## src/rtl/mips_pkg.sv

```systemverilog
// Shared types and constants for the multicycle MIPS controller: FSM state
// encoding, opcode values and the aluop codes consumed by aludec.
package mips_pkg;

    typedef enum logic [3:0] {
        FETCH   = 4'd0,
        DECODE  = 4'd1,
        MEMADR  = 4'd2,
        MEMRD   = 4'd3,
        MEMWB   = 4'd4,
        MEMWR   = 4'd5,
        EXECUTE = 4'd6,
        ALUWB   = 4'd7,
        BRANCH  = 4'd8,
        ADDIEX  = 4'd9,
        ADDIWB  = 4'd10,
        JUMP    = 4'd11
    } statetype_t;

    localparam logic [5:0] OP_LW    = 6'b100011;
    localparam logic [5:0] OP_SW    = 6'b101011;
    localparam logic [5:0] OP_RTYPE = 6'b000000;
    localparam logic [5:0] OP_BEQ   = 6'b000100;
    localparam logic [5:0] OP_ADDI  = 6'b001000;
    localparam logic [5:0] OP_J     = 6'b000010;

    localparam logic [1:0] ALUOP_ADD   = 2'b00;
    localparam logic [1:0] ALUOP_SUB   = 2'b01;
    localparam logic [1:0] ALUOP_FUNCT = 2'b10;

    localparam logic [1:0] PCSRC_ALURES = 2'b00;
    localparam logic [1:0] PCSRC_ALUOUT = 2'b01;
    localparam logic [1:0] PCSRC_JUMP   = 2'b10;

    function automatic logic op_known(input logic [5:0] op);
        return (op == OP_LW)   || (op == OP_SW)   || (op == OP_RTYPE) ||
               (op == OP_BEQ)  || (op == OP_ADDI) || (op == OP_J);
    endfunction

endpackage

```

## src/rtl/mc_controller_if.sv

```systemverilog
// Controller <-> datapath strobe bundle. The controller is the master: it
// consumes the IR opcode and memory ready, and drives every enable/select.
interface mc_controller_if #(
    parameter int OPW  = 6,
    parameter int AOPW = 2
);
    logic [OPW-1:0]  op;
    logic            mem_ready;
    logic            memtoreg;
    logic            regdst;
    logic            iord;
    logic [1:0]      pcsrc;
    logic            alusrca;
    logic [1:0]      alusrcb;
    logic            irwrite;
    logic            memwrite;
    logic            pcwrite;
    logic            branch;
    logic            regwrite;
    logic [AOPW-1:0] aluop;
    logic            illegal_op;

    modport master (
        input  op, mem_ready,
        output memtoreg, regdst, iord, pcsrc, alusrca, alusrcb, irwrite,
               memwrite, pcwrite, branch, regwrite, aluop, illegal_op
    );

    modport slave (
        output op, mem_ready,
        input  memtoreg, regdst, iord, pcsrc, alusrca, alusrcb, irwrite,
               memwrite, pcwrite, branch, regwrite, aluop, illegal_op
    );
endinterface

```

## src/rtl/mc_controller.sv

```systemverilog
// Moore main controller for the multicycle MIPS: sequences each instruction
// through 3-5 states, stretching memory states until mem_ready.
module mc_controller
    import mips_pkg::*;
#(
    parameter int OPW  = 6,
    parameter int AOPW = 2
) (
    input  logic              clk,
    input  logic              reset,
    mc_controller_if.master   bus
);

    statetype_t      r_state;
    statetype_t      w_next_state;
    logic [OPW-1:0]  w_op;
    logic [AOPW-1:0] w_aluop;

    assign w_op = bus.op;

    always_ff @(posedge clk or posedge reset) begin
        if (reset) begin
            r_state <= FETCH;
        end else begin
            r_state <= w_next_state;
        end
    end

    always_comb begin
        w_next_state = FETCH;
        case (r_state)
            FETCH:   w_next_state = bus.mem_ready ? DECODE : FETCH;
            DECODE: begin
                case (w_op)
                    OP_LW, OP_SW: w_next_state = MEMADR;
                    OP_RTYPE:     w_next_state = EXECUTE;
                    OP_BEQ:       w_next_state = BRANCH;
                    OP_ADDI:      w_next_state = ADDIEX;
                    OP_J:         w_next_state = JUMP;
                    default:      w_next_state = FETCH;
                endcase
            end
            // Only LW/SW can reach MEMADR; anything else falls back to FETCH.
            MEMADR: begin
                if (w_op == OP_LW) begin
                    w_next_state = MEMRD;
                end else if (w_op == OP_SW) begin
                    w_next_state = MEMWR;
                end else begin
                    w_next_state = FETCH;
                end
            end
            MEMRD:   w_next_state = bus.mem_ready ? MEMWB : MEMRD;
            MEMWB:   w_next_state = FETCH;
            MEMWR:   w_next_state = bus.mem_ready ? FETCH : MEMWR;
            EXECUTE: w_next_state = ALUWB;
            ALUWB:   w_next_state = FETCH;
            BRANCH:  w_next_state = FETCH;
            ADDIEX:  w_next_state = ADDIWB;
            ADDIWB:  w_next_state = FETCH;
            JUMP:    w_next_state = FETCH;
            default: w_next_state = FETCH;
        endcase
    end

    always_comb begin
        bus.memtoreg   = 1'b0;
        bus.regdst     = 1'b0;
        bus.iord       = 1'b0;
        bus.pcsrc      = PCSRC_ALURES;
        bus.alusrca    = 1'b0;
        bus.alusrcb    = 2'b00;
        bus.irwrite    = 1'b0;
        bus.memwrite   = 1'b0;
        bus.pcwrite    = 1'b0;
        bus.branch     = 1'b0;
        bus.regwrite   = 1'b0;
        w_aluop        = AOPW'(ALUOP_ADD);
        bus.illegal_op = 1'b0;
        case (r_state)
            FETCH: begin
                bus.alusrcb = 2'b01;
                bus.irwrite = bus.mem_ready;
                bus.pcwrite = bus.mem_ready;
            end
            DECODE: begin
                bus.alusrcb    = 2'b11;
                bus.illegal_op = !op_known(6'(w_op));
            end
            MEMADR: begin
                bus.alusrca = 1'b1;
                bus.alusrcb = 2'b10;
            end
            MEMRD: bus.iord = 1'b1;
            MEMWB: begin
                bus.memtoreg = 1'b1;
                bus.regwrite = 1'b1;
            end
            MEMWR: begin
                bus.iord     = 1'b1;
                bus.memwrite = 1'b1;
            end
            EXECUTE: begin
                bus.alusrca = 1'b1;
                w_aluop     = AOPW'(ALUOP_FUNCT);
            end
            ALUWB: begin
                bus.regdst   = 1'b1;
                bus.regwrite = 1'b1;
            end
            BRANCH: begin
                bus.alusrca = 1'b1;
                w_aluop     = AOPW'(ALUOP_SUB);
                bus.pcsrc   = PCSRC_ALUOUT;
                bus.branch  = 1'b1;
            end
            ADDIEX: begin
                bus.alusrca = 1'b1;
                bus.alusrcb = 2'b10;
            end
            ADDIWB: bus.regwrite = 1'b1;
            JUMP: begin
                bus.pcsrc   = PCSRC_JUMP;
                bus.pcwrite = 1'b1;
            end
            default: ;
        endcase
    end

    assign bus.aluop = w_aluop;

endmodule

```

## src/flat_wrapper.sv

```systemverilog
// flat-port wrapper written by rule: the top's interface ports become plain ports
module mc_controller_flat import mips_pkg::*;
#(
    parameter int OPW  = 6,
    parameter int AOPW = 2
)
  (clk, reset, bus_op, bus_mem_ready, bus_memtoreg, bus_regdst, bus_iord, bus_pcsrc, bus_alusrca, bus_alusrcb, bus_irwrite, bus_memwrite, bus_pcwrite, bus_branch, bus_regwrite, bus_aluop, bus_illegal_op);
  mc_controller_if #(.OPW(OPW), .AOPW(AOPW)) bus_i ();
  input  logic clk;
  input  logic reset;
  input wire logic [$bits(bus_i.op)-1:0] bus_op;
  input wire logic [$bits(bus_i.mem_ready)-1:0] bus_mem_ready;
  output wire logic [$bits(bus_i.memtoreg)-1:0] bus_memtoreg;
  output wire logic [$bits(bus_i.regdst)-1:0] bus_regdst;
  output wire logic [$bits(bus_i.iord)-1:0] bus_iord;
  output wire logic [$bits(bus_i.pcsrc)-1:0] bus_pcsrc;
  output wire logic [$bits(bus_i.alusrca)-1:0] bus_alusrca;
  output wire logic [$bits(bus_i.alusrcb)-1:0] bus_alusrcb;
  output wire logic [$bits(bus_i.irwrite)-1:0] bus_irwrite;
  output wire logic [$bits(bus_i.memwrite)-1:0] bus_memwrite;
  output wire logic [$bits(bus_i.pcwrite)-1:0] bus_pcwrite;
  output wire logic [$bits(bus_i.branch)-1:0] bus_branch;
  output wire logic [$bits(bus_i.regwrite)-1:0] bus_regwrite;
  output wire logic [$bits(bus_i.aluop)-1:0] bus_aluop;
  output wire logic [$bits(bus_i.illegal_op)-1:0] bus_illegal_op;
  assign bus_i.op = bus_op;
  assign bus_i.mem_ready = bus_mem_ready;
  assign bus_memtoreg = bus_i.memtoreg;
  assign bus_regdst = bus_i.regdst;
  assign bus_iord = bus_i.iord;
  assign bus_pcsrc = bus_i.pcsrc;
  assign bus_alusrca = bus_i.alusrca;
  assign bus_alusrcb = bus_i.alusrcb;
  assign bus_irwrite = bus_i.irwrite;
  assign bus_memwrite = bus_i.memwrite;
  assign bus_pcwrite = bus_i.pcwrite;
  assign bus_branch = bus_i.branch;
  assign bus_regwrite = bus_i.regwrite;
  assign bus_aluop = bus_i.aluop;
  assign bus_illegal_op = bus_i.illegal_op;
  mc_controller #(.OPW(OPW), .AOPW(AOPW)) u_core (.clk(clk), .reset(reset), .bus(bus_i));
endmodule
```

## config.mk

```make
export PLATFORM = sky130hd
export DESIGN_NAME = mc_controller_flat
export DESIGN_NICKNAME = d
export VERILOG_FILES = /design/src/rtl/mips_pkg.sv /design/src/rtl/mc_controller_if.sv /design/src/rtl/mc_controller.sv /design/src/flat_wrapper.sv
export SDC_FILE = /design/constraint.sdc
export NUM_CORES = 1
export LEC_CHECK = 0
export CORE_AREA = 2 2 46 53
export CTS_CLUSTER_SIZE = 25
export DETAILED_ROUTE_END_ITERATION = 12
export DIE_AREA = 0 0 48 55
export GPL_ROUTABILITY_DRIVEN = 0
export GPL_TIMING_DRIVEN = 0
export SYNTH_ARGS = -nofsm -noshare
export SYNTH_HDL_FRONTEND = slang
export SYNTH_SLANG_ARGS = --single-unit
```

## constraint.sdc

```tcl
create_clock -name clk -period 1.5 [get_ports clk]
set_input_delay 0.3 -clock clk [delete_from_list [all_inputs] [get_ports clk]]
set_output_delay 0.3 -clock clk [all_outputs]
set_load 0.03 [all_outputs]
```

==> out/metrics.cfg <==
[route]
drtIter0Drc=7
routed_wl_um=1870
num_vias=682
ant_nets=0
vias_per_cell=4.67
wl_per_cell_um=12.8
drc_errors=0
firstDrtPassIters=4

[sta]
setup-violations-final=19
hold_ws_ns=0.243
slew_violations=0
fin_worst_skew_ns=0.00473
max_freq_ghz=0.542
worst_pin_slew_ns=0.380
rsz0062_at_grt=yes
period_needed_ns=1.85
period_share=1.23
fin_ws_ns=-0.345
finalHoldViolations=0
slew_headroom=0.746

[floorplan]
die_area_sq_um=2640
core_sq_um=2140
boundaryPins=25
start_util=0.236
die_y_um=55
die_x_um=48
fp-row-count=18

[grt]
antenna_found_initial=0
grt_pass1_wl_um=2930
grt_pass1_vias=660
grt_max_degree=11
overflow=0
gr-usage-all-layers=0.155

[synthesis]
netlist_area_sq_um=504
yosys.area.top_type=dfrtp_1
ys_seq_elements=4
synth_top_cells_by_area=dfrtp_1, nor3_1, nor2_1, a2111oi_4, nand2_1
synth_nets=77
yosysWarnings=0
syn_inst=68
synthArstFlopShare=1.00
yosysUniqueCellTypes=31
synth_edf_count=0
yosysSeqAreaShare=0.199
synth_top_area_frac=0.199
syn_avg_cell_area_sq_um=7.42
synth_ff_type=dfrtp_1

[power]
peakVddDrop_mv=0.276
leakagePower_nw=0.486
powerDensity_nw_per_um2=498

[worst_hold_path]
hp-class=in -> async

[cts]
clock_latency_ns=0.24
clk_path_buf_depth=2
clockRootBuffer=clkbuf_4
path_clk_slew_ns=0.04
numCtsBuffers=3
clock_sinks=4
cts_tree=done
cts_max_level=1

[critical_path]
crit_fanout=4
critPathCaptureType=primary output
critPathArrivalTime_ns=1.55
cp_cell_sequence=or4b_4 -> nor4_4 -> buf_6
criticalPathCategory=reg -> out
slowest_stage=or4b_4
slowest_delay_ns=0.57
critical_path_required_ns=1.20
cp-start-kind=flop

[run]
maxCapViolCount=0

[outcome]
violations=setup timing
outcome=finished with violations

[placed_design]
dp_hpwl_um=1130
numPortBuffers=24

[finish]
drive_above_1_share=0.690
final_util=0.540
top_register=u_core.r_state
final_nets=127
diodes=0
fillCellCount=197
largest_reg_flops=4
syn_to_final_growth_pct=129
reg_top3=u_core.r_state x4

==> cell usage in the layout (no fill, tap or decap), types with 2 or more instances in the layout <==
cell,instances
buf_6,14
nor3b_1,2
nand2b_4,3
nor2_1,3
a21oi_1,2
inv_1,2
nor3_4,3
clkbuf_4,3
o21ai_1,2
buf_4,26
buf_2,2
dfrtp_2,3
nand2_1,7
clkbuf_2,2
dlygate4sd2_1,3
nor4_4,2
xor2_1,2
nor2_2,2
nor2_4,4
nor3_2,2
==> per-stage QoR <==
stage / setup slack, ns / cell area (sq um) / power [mW] / cells / TNS [ns]
after global placement: -1.00 / 830 / 0.352 / 122 / -9.36
after global routing: -0.377 / 1150 / 0.599 / 146 / -3.68
after floorplan: -0.232 / 552 / 0.264 / 68 / -0.675
final: -0.345 / 1150 / 0.575 / 146 / -2.76
after detailed placement: -1.02 / 830 / 0.354 / 122 / -9.74
after CTS: -0.354 / 1060 / 0.557 / 141 / -2.23
==> worst paths after layout <==
| path | start | end | slack, ns | depth (start not counted) |
|---|---|---|---|---|
| worst min-delay path | reset | u_core.r_state[2] | 0.24 | 2 |
| max in group asynchronous | reset | u_core.r_state[1] | 1.09 | 2 |
| worst min register to register | u_core.r_state[3] | u_core.r_state[3] | 0.74 | 3 |
| worst max-delay path | u_core.r_state[1] | bus_illegal_op | -0.35 | 3 |
| min in group clk | bus_op[3] | u_core.r_state[1] | 0.47 | 2 |
| worst max register to register | u_core.r_state[1] | u_core.r_state[1] | -0.12 | 5 |
==> final cells by class <==
| cell class | count | area [sq um] | share of cell area |
|---|---|---|---|
| repair buffers | 45 | 395 | 0.342 |
| inverters | 3 | 11.3 | 0.00975 |
| flip-flops and latches | 4 | 104 | 0.0899 |
| clock buffers | 3 | 22.5 | 0.0195 |
| plain buffers | 6 | 63.8 | 0.0553 |
| well taps | 30 | 37.5 | 0.0325 |
| multi-input cells | 55 | 520 | 0.451 |
==> Yosys cell counts, types with 2 or more instances <==
master and n:
nor4_1 3, o21ai_0 3, buf_2 3, a21oi_1 3
nand2b_1 4, nor2_1 8, inv_1 3, nor3b_1 2
xor2_1 2, nor3_1 6, nand2_1 7, dfrtp_1 4
buf_4 2
==> worst max-delay path, delay by kind of cell (launching register included) <==
kind | cells | cell delay (ns)
AND/OR/NAND/NOR | 2 | 0.73
flip-flops | 1 | 0.42
buffers and inverters | 1 | 0.16
==> cells by family (layout without fill, tap and decap cells) <==
| family | count (synthesis) | after routing | synth area share |
|---|---|---|---|
| simple gates | 39 | 39 | 0.432 |
| compound gates | 13 | 13 | 0.223 |
| buf+inv | 9 | 57 | 0.0893 |
| flops | 4 | 4 | 0.199 |
| xor+xnor | 2 | 2 | 0.0347 |
| mux | 1 | 1 | 0.0223 |
==> layer usage <==
metal | up-vias | routed length, um | GRT usage | share of wire
li1 | 351 | - | - | -
met1 | 307 | 773 | 0.174 | 0.41
met2 | 22 | 995 | 0.291 | 0.53
met3 | 2 | 77 | 0 | 0.041
met4 | 0 | 19 | 0.0766 | 0.010
met5 | - | 0 | 0 | 0
==> where the power goes <==
| part | internal (mW) | switching (mW) |
|---|---|---|
| Combinational | 0.147 | 0.166 |
| Sequential | 0.115 | 0.0118 |
| Clock | 0.0896 | 0.0454 |
| Total | 0.352 | 0.223 |
==> repair_timing <==
item,4_1_cts,5_1_grt
endpoints found under the hold margin,0,0
pin swaps,9,14
gates resized for setup,139,19
cloned,1,1
hold buffers,0,0
setup endpoints to repair,20,19
setup buffers,15,4
Power figures use the tool's default switching activity.
